## src/rtl/hog_frame_sequencer.sv

```systemverilog
// hog_frame_sequencer: frame-level controller for the scaling/HOG datapath.
// Scatters a raster pixel stream 2x2-interleaved into four image banks,
// kicks the scaler, waits for scaling and feature-write completion, and
// reports frame completion or a wait timeout.
module hog_frame_sequencer #(
   parameter int unsigned RAM_AW  = 17,
   parameter int unsigned P_WIDTH = 8,
   parameter int unsigned IMGX    = 136,
   parameter int unsigned IMGY    = 136,
   parameter int unsigned TIMEOUT = 24'hFF_FFFF
) (
   input  logic               aclk,
   input  logic               arest_n,
   input  logic               frame_go,
   input  logic               sw_abort,
   input  logic               pix_valid,
   input  logic [P_WIDTH-1:0] pix_data,
   output logic               pix_ready,
   input  logic               res_busy,
   output logic [3:0]         init_ena,
   output logic [RAM_AW-1:0]  init_addra,
   output logic [P_WIDTH-1:0] init_dina,
   output logic               start,
   input  logic               scaling_finish,
   input  logic               write_feature_done,
   output logic               frame_done,
   output logic               busy,
   output logic               timeout_err,
   output logic [2:0]         state_o
);

   localparam int unsigned CW    = (IMGX > 1) ? $clog2(IMGX) : 1;
   localparam int unsigned RW    = (IMGY > 1) ? $clog2(IMGY) : 1;
   localparam int unsigned WW    = (TIMEOUT > 1) ? $clog2(TIMEOUT + 1) : 1;
   localparam int unsigned HALFX = IMGX / 2;

   typedef enum logic [2:0] {
      S_IDLE  = 3'd0,
      S_LOAD  = 3'd1,
      S_START = 3'd2,
      S_SCALE = 3'd3,
      S_HOG   = 3'd4,
      S_DONE  = 3'd5
   } state_t;

   state_t               state, state_d;
   logic [CW-1:0]        col, col_d;
   logic [RW-1:0]        row, row_d;
   logic [WW-1:0]        wait_cnt, wait_d;
   logic                 wfd_seen, wfd_seen_d;
   logic                 timeout_d, start_d, done_d;
   logic [3:0]           ena_d;
   logic [RAM_AW-1:0]    addr_d;
   logic [P_WIDTH-1:0]   din_d;

   logic                 accept_c;
   logic                 last_col_c;
   logic                 last_pix_c;
   logic                 wait_expired_c;
   logic [1:0]           bank_c;
   logic [31:0]          addr_full_c;

   // Pixel acceptance and bank/address decode for the current raster position
   assign pix_ready      = (state == S_LOAD) && !res_busy;
   assign accept_c       = pix_valid && pix_ready;
   assign last_col_c     = (col == CW'(IMGX - 1));
   assign last_pix_c     = last_col_c && (row == RW'(IMGY - 1));
   assign bank_c         = {row[0], col[0]};
   assign addr_full_c    = 32'(row >> 1) * 32'(HALFX) + 32'(col >> 1);
   assign wait_expired_c = (wait_cnt == WW'(TIMEOUT - 1));

   assign busy    = (state != S_IDLE);
   assign state_o = state;

   // Next-state and next-output logic; abort overrides every transition
   always_comb begin
      state_d     = state;
      col_d       = col;
      row_d       = row;
      wait_d      = wait_cnt;
      wfd_seen_d  = wfd_seen;
      timeout_d   = timeout_err;
      start_d     = 1'b0;
      done_d      = 1'b0;
      ena_d       = 4'b0000;
      addr_d      = init_addra;
      din_d       = init_dina;

      case (state)
         S_IDLE: begin
            if (frame_go) begin
               col_d     = '0;
               row_d     = '0;
               timeout_d = 1'b0;
               state_d   = S_LOAD;
            end
         end
         S_LOAD: begin
            if (accept_c) begin
               ena_d  = 4'b0001 << bank_c;
               addr_d = RAM_AW'(addr_full_c);
               din_d  = pix_data;
               if (last_pix_c) begin
                  state_d = S_START;
               end else if (last_col_c) begin
                  col_d = '0;
                  row_d = row + RW'(1);
               end else begin
                  col_d = col + CW'(1);
               end
            end
         end
         S_START: begin
            start_d    = 1'b1;
            wait_d     = '0;
            wfd_seen_d = 1'b0;
            state_d    = S_SCALE;
         end
         S_SCALE: begin
            wait_d = wait_cnt + WW'(1);
            if (write_feature_done) begin
               wfd_seen_d = 1'b1;
            end
            if (scaling_finish) begin
               wait_d  = '0;
               state_d = S_HOG;
            end else if (wait_expired_c) begin
               timeout_d = 1'b1;
               state_d   = S_IDLE;
            end
         end
         S_HOG: begin
            wait_d = wait_cnt + WW'(1);
            if (write_feature_done || wfd_seen) begin
               wfd_seen_d = 1'b0;
               state_d    = S_DONE;
            end else if (wait_expired_c) begin
               timeout_d = 1'b1;
               state_d   = S_IDLE;
            end
         end
         S_DONE: begin
            done_d  = 1'b1;
            state_d = S_IDLE;
         end
         default: begin
            state_d = S_IDLE;
         end
      endcase

      if (sw_abort) begin
         state_d    = S_IDLE;
         ena_d      = 4'b0000;
         start_d    = 1'b0;
         done_d     = 1'b0;
         wfd_seen_d = 1'b0;
         timeout_d  = timeout_err;
      end
   end

   // State, counters and registered outputs
   always_ff @(posedge aclk or negedge arest_n) begin
      if (!arest_n) begin
         state       <= S_IDLE;
         col         <= '0;
         row         <= '0;
         wait_cnt    <= '0;
         wfd_seen    <= 1'b0;
         timeout_err <= 1'b0;
         start       <= 1'b0;
         frame_done  <= 1'b0;
         init_ena    <= 4'b0000;
         init_addra  <= '0;
         init_dina   <= '0;
      end else begin
         state       <= state_d;
         col         <= col_d;
         row         <= row_d;
         wait_cnt    <= wait_d;
         wfd_seen    <= wfd_seen_d;
         timeout_err <= timeout_d;
         start       <= start_d;
         frame_done  <= done_d;
         init_ena    <= ena_d;
         init_addra  <= addr_d;
         init_dina   <= din_d;
      end
   end

endmodule

```

## config.mk

```make
export PLATFORM = sky130hd
export DESIGN_NAME = hog_frame_sequencer
export DESIGN_NICKNAME = d
export VERILOG_FILES = /design/src/rtl/hog_frame_sequencer.sv
export SDC_FILE = /design/constraint.sdc
export NUM_CORES = 1
export LEC_CHECK = 0
export ABC_CLOCK_PERIOD_IN_PS = 2900
export CAP_MARGIN = 10
export CORE_UTILIZATION = 45
export CTS_CLUSTER_SIZE = 30
export DETAILED_ROUTE_END_ITERATION = 10
export GPL_ROUTABILITY_DRIVEN = 0
export PLACE_DENSITY = 0.72
export SLEW_MARGIN = 20
export SYNTH_ARGS = -nofsm -noshare
export SYNTH_HDL_FRONTEND = slang
export SYNTH_SLANG_ARGS = --single-unit
```

## constraint.sdc

```tcl
create_clock -name aclk -period 2.9 [get_ports aclk]
set_clock_uncertainty 0.1 [all_clocks]
set_input_delay 0.87 -clock aclk [delete_from_list [all_inputs] [get_ports aclk]]
set_output_delay 0.87 -clock aclk [all_outputs]
set_load 0.03 [all_outputs]
```

==> summary.txt <==
Worst setup path
  • Crit path buf inv count: 0
  • CP Data Required Time: approximately 3100 ps
  • Slowest-stage cell, CP: or4b_2
  • Crit Path Category: flop to flop
  • Worst setup EP type: flop
  • Crit path arrival time: 3040 ps
  • Cell mode on critical path: ha_1
  • Type of origin of the critical path: flop
  • CP max FO: 3
  • Slowest stage delay, CP: around 610 ps
  • Cells along the critical path: ha_1 > ha_1 > fa_1 > and2_1 > nand2_1 > nor4_4 > or4b_2 > nand3_1
  • Cell family with the largest share of critical-path delay: simple AND/OR/NAND/NOR gates

STA
  • Max-slew violations: 0
  • Hold Slack: around 360 ps
  • Final WS setup: 53.5 ps
  • Achievable frequency: 0.351 GHz
  • Setup violations, final: 0
  • Min Tclk post-route: ~2800 ps
  • Final Hold Vio Count: 0
  • Relative slew slack: 0.606
  • Worst-margin pin slew: 586 ps
  • Fin crit share: 0.982

Logic synthesis
  • Most frequent cell after synthesis: dfrtp_1
  • Synth Flop Type: dfrtp_1
  • Asr flop ratio synth: 1.00
  • Synth cell types: 65
  • Synth Cell Area: 0.00410 mm2
  • Syn_area_per_cell: 9.26 um2
  • Mapped Cells: ~440
  • Number of synthesized flops with an enable pin: 0
  • Synth top area share: 0.451
  • Seq cells post-synth: 74
  • Synth area leader: dfrtp_1
  • Synth top area cells: dfrtp_1 (45%), nand2_1 (6.1%), ha_1 (4.6%), xnor2_1 (4.5%), nor2_1 (3.5%)
  • Synth warnings: 0
  • Register area share after synthesis: 0.451
  • Most frequent cells after synthesis: dfrtp_1 (74), nand2_1 (67), nor2_1 (38)

Power and ir drop
  • Leakage: 2.22 nW
  • Tot Pwr: 2.91 mW
  • Net Sw Frac: 0.348
  • Gate power share: 0.294
  • Clock power share: 0.274
  • Sw Pwr: 1.01 mW
  • Peak supply drop: approximately 0.00029 V
  • Power Dens Cells: roughly 580 mW/mm2
  • Sequential Power Share: 0.432
  • Internal: 1.90 mW

Layout
  • Post-Layout Inst Area: 0.00502 mm2
  • Nets: ~540
  • Area delta synth->final: 22.5%
  • Filler Cell Count: 774
  • Fraction of layout cells with a size suffix above 1: 0.114
  • Inserted Diodes: 0

Clocking
  • TritonCTS sink count: 74
  • Reg clk slew, reported paths: 90 ps
  • CTS tree: built
  • Total CTS buffers: 9
  • Max Buffers Root-to-Sink: 2
  • H-tree lvl count: 3
  • Latest clock arrival within the worst-skew pair: 360 ps
  • Clock root buffer: clkbuf_8

Placement
  • DP HPWL: 6700 um
  • Port Buffers: 50
  • Setup WS pre-CTS: 26.0 ps
  • Placed Instance Area: between 0.004 and 0.005 mm2

Die
  • Total I/O pin count: 53
  • Die Span Y: 97.5 um
  • Starting Density: 0.468
  • Chip Width: 97.5 um
  • Row count: 34
  • Core area: 0.00876 mm2
  • Die Footprint: 0.00950 mm2

Routing
  • DRC Markers: 0
  • WL final: roughly 9400 um
  • Post-route ant nets: 0
  • Routed WL per cell: around 15 um
  • Initial detailed-routing violation count: 157
  • DR vias/cell: 5.57
  • Via count: between 3000 and 4000
  • Pre-Repair DR Iteration Count: 6

Hold path
  • HP Class: primary input to async pin

Global routing
  • Antenna violations before repair: 0
  • Grt total ovfl: 0
  • Vias in the first global route: 3299
  • First-pass GRT wire length: 15900 um
  • Total GRT Usage: 0.208
  • Largest net degree at the start of global routing: 37

Run
  • Max Cap Violations: 0

Status
  • Outcome: finished clean
## stage by stage
step / setup TNS, ps / util / cells
4_1_cts: 0 / 0.571 / 619
3_5_place_dp: 0 / 0.549 / 603
2_1_floorplan: 0 / - / 444
5_1_grt: -43.1 / 0.573 / 619
6_report: 0 / 0.573 / 619
3_3_place_gp: 0 / 0.549 / 603
## worst paths after layout
check                                    from        endpoint  slack (ps)  cells past startpoint
worst max-delay path                   row[2]  init_addra[12]          50                      8
worst min-delay path                  arest_n    wait_cnt[18]         360                      1
worst max register to register         row[2]  init_addra[12]          50                      8
worst min register to register  init_addra[1]   init_addra[1]         380                      2
max in group asynchronous             arest_n          row[2]        1760                      2
min in group aclk               init_addra[1]   init_addra[1]         380                      2
## repair_timing
action | in CTS | in global routing
setup buffers | 0 | 0
setup endpoints to repair | 0 | 1
resized for setup | 0 | 3
hold buffers | 0 | 0
## cell families after synthesis
family / after synthesis / share of synthesized area
and+or+nand+nor: 202 / 0.245
AOI/OAI and AO/OA: 87 / 0.147
DFF: 74 / 0.451
buffers and inverters: 32 / 0.0351
xor gates and xnor gates: 28 / 0.0598
adders and majority gates: 17 / 0.0555
muxes: 2 / 0.00519
other: 1 / 0.000914
## cell type report
| class | count | area [um2] | area share |
|---|---|---|---|
| Clock inverter | 6 | 66.3 | 0.0132 |
| Clock buffer | 10 | 128 | 0.0254 |
| Inverter | 11 | 41.3 | 0.00822 |
| Timing Repair Buffer | 72 | 673 | 0.134 |
| Tap cell | 108 | 135 | 0.0269 |
| Sequential cell | 74 | 1850 | 0.369 |
| Multi-Input combinational cell | 338 | 2130 | 0.424 |
## placed cells by master (no fill, tap or decap), drive strengths merged, types with 6 or more instances in the layout
cell type / netlist / layout
dfrtp: 74 / 74
nand2: 67 / 67
clkdlybuf4s50: 0 / 48
nor2: 38 / 38
o21ai: 28 / 28
buf: 8 / 24
xnor2: 21 / 21
nand3: 19 / 19
ha: 15 / 15
nor3: 14 / 14
a21oi: 14 / 14
inv: 11 / 12
nor4: 12 / 12
clkbuf: 13 / 10
nand4: 7 / 7
xor2: 7 / 7
o31ai: 7 / 7
or3: 7 / 7
and3: 6 / 6
## sequential cells by signal, summed over array words and instances (netlist names), 3 cells and up
name and flops:
state_o 3, init_ena 4, col 8, row 8
init_addra 15, wait_cnt 24, init_dina 8
## routing by layer
metal / track usage / wire length (um)
met1: 0.287 / 4540
met2: 0.315 / 4180
met3: 0.0367 / 446
met4: 0.106 / 267
met5: 0 / 0
## power by group through the flow
stage	sequential [mW]	combinational, mW	clock, mW
final	1.26	0.855	0.797
after global routing	1.28	0.924	0.862
after CTS	1.26	0.859	0.817
after detailed placement	1.28	0.855	0
after global placement	1.27	0.843	0
after floorplan	1.44	0.321	0
No activity file was read; power rests on OpenSTA's default activity.
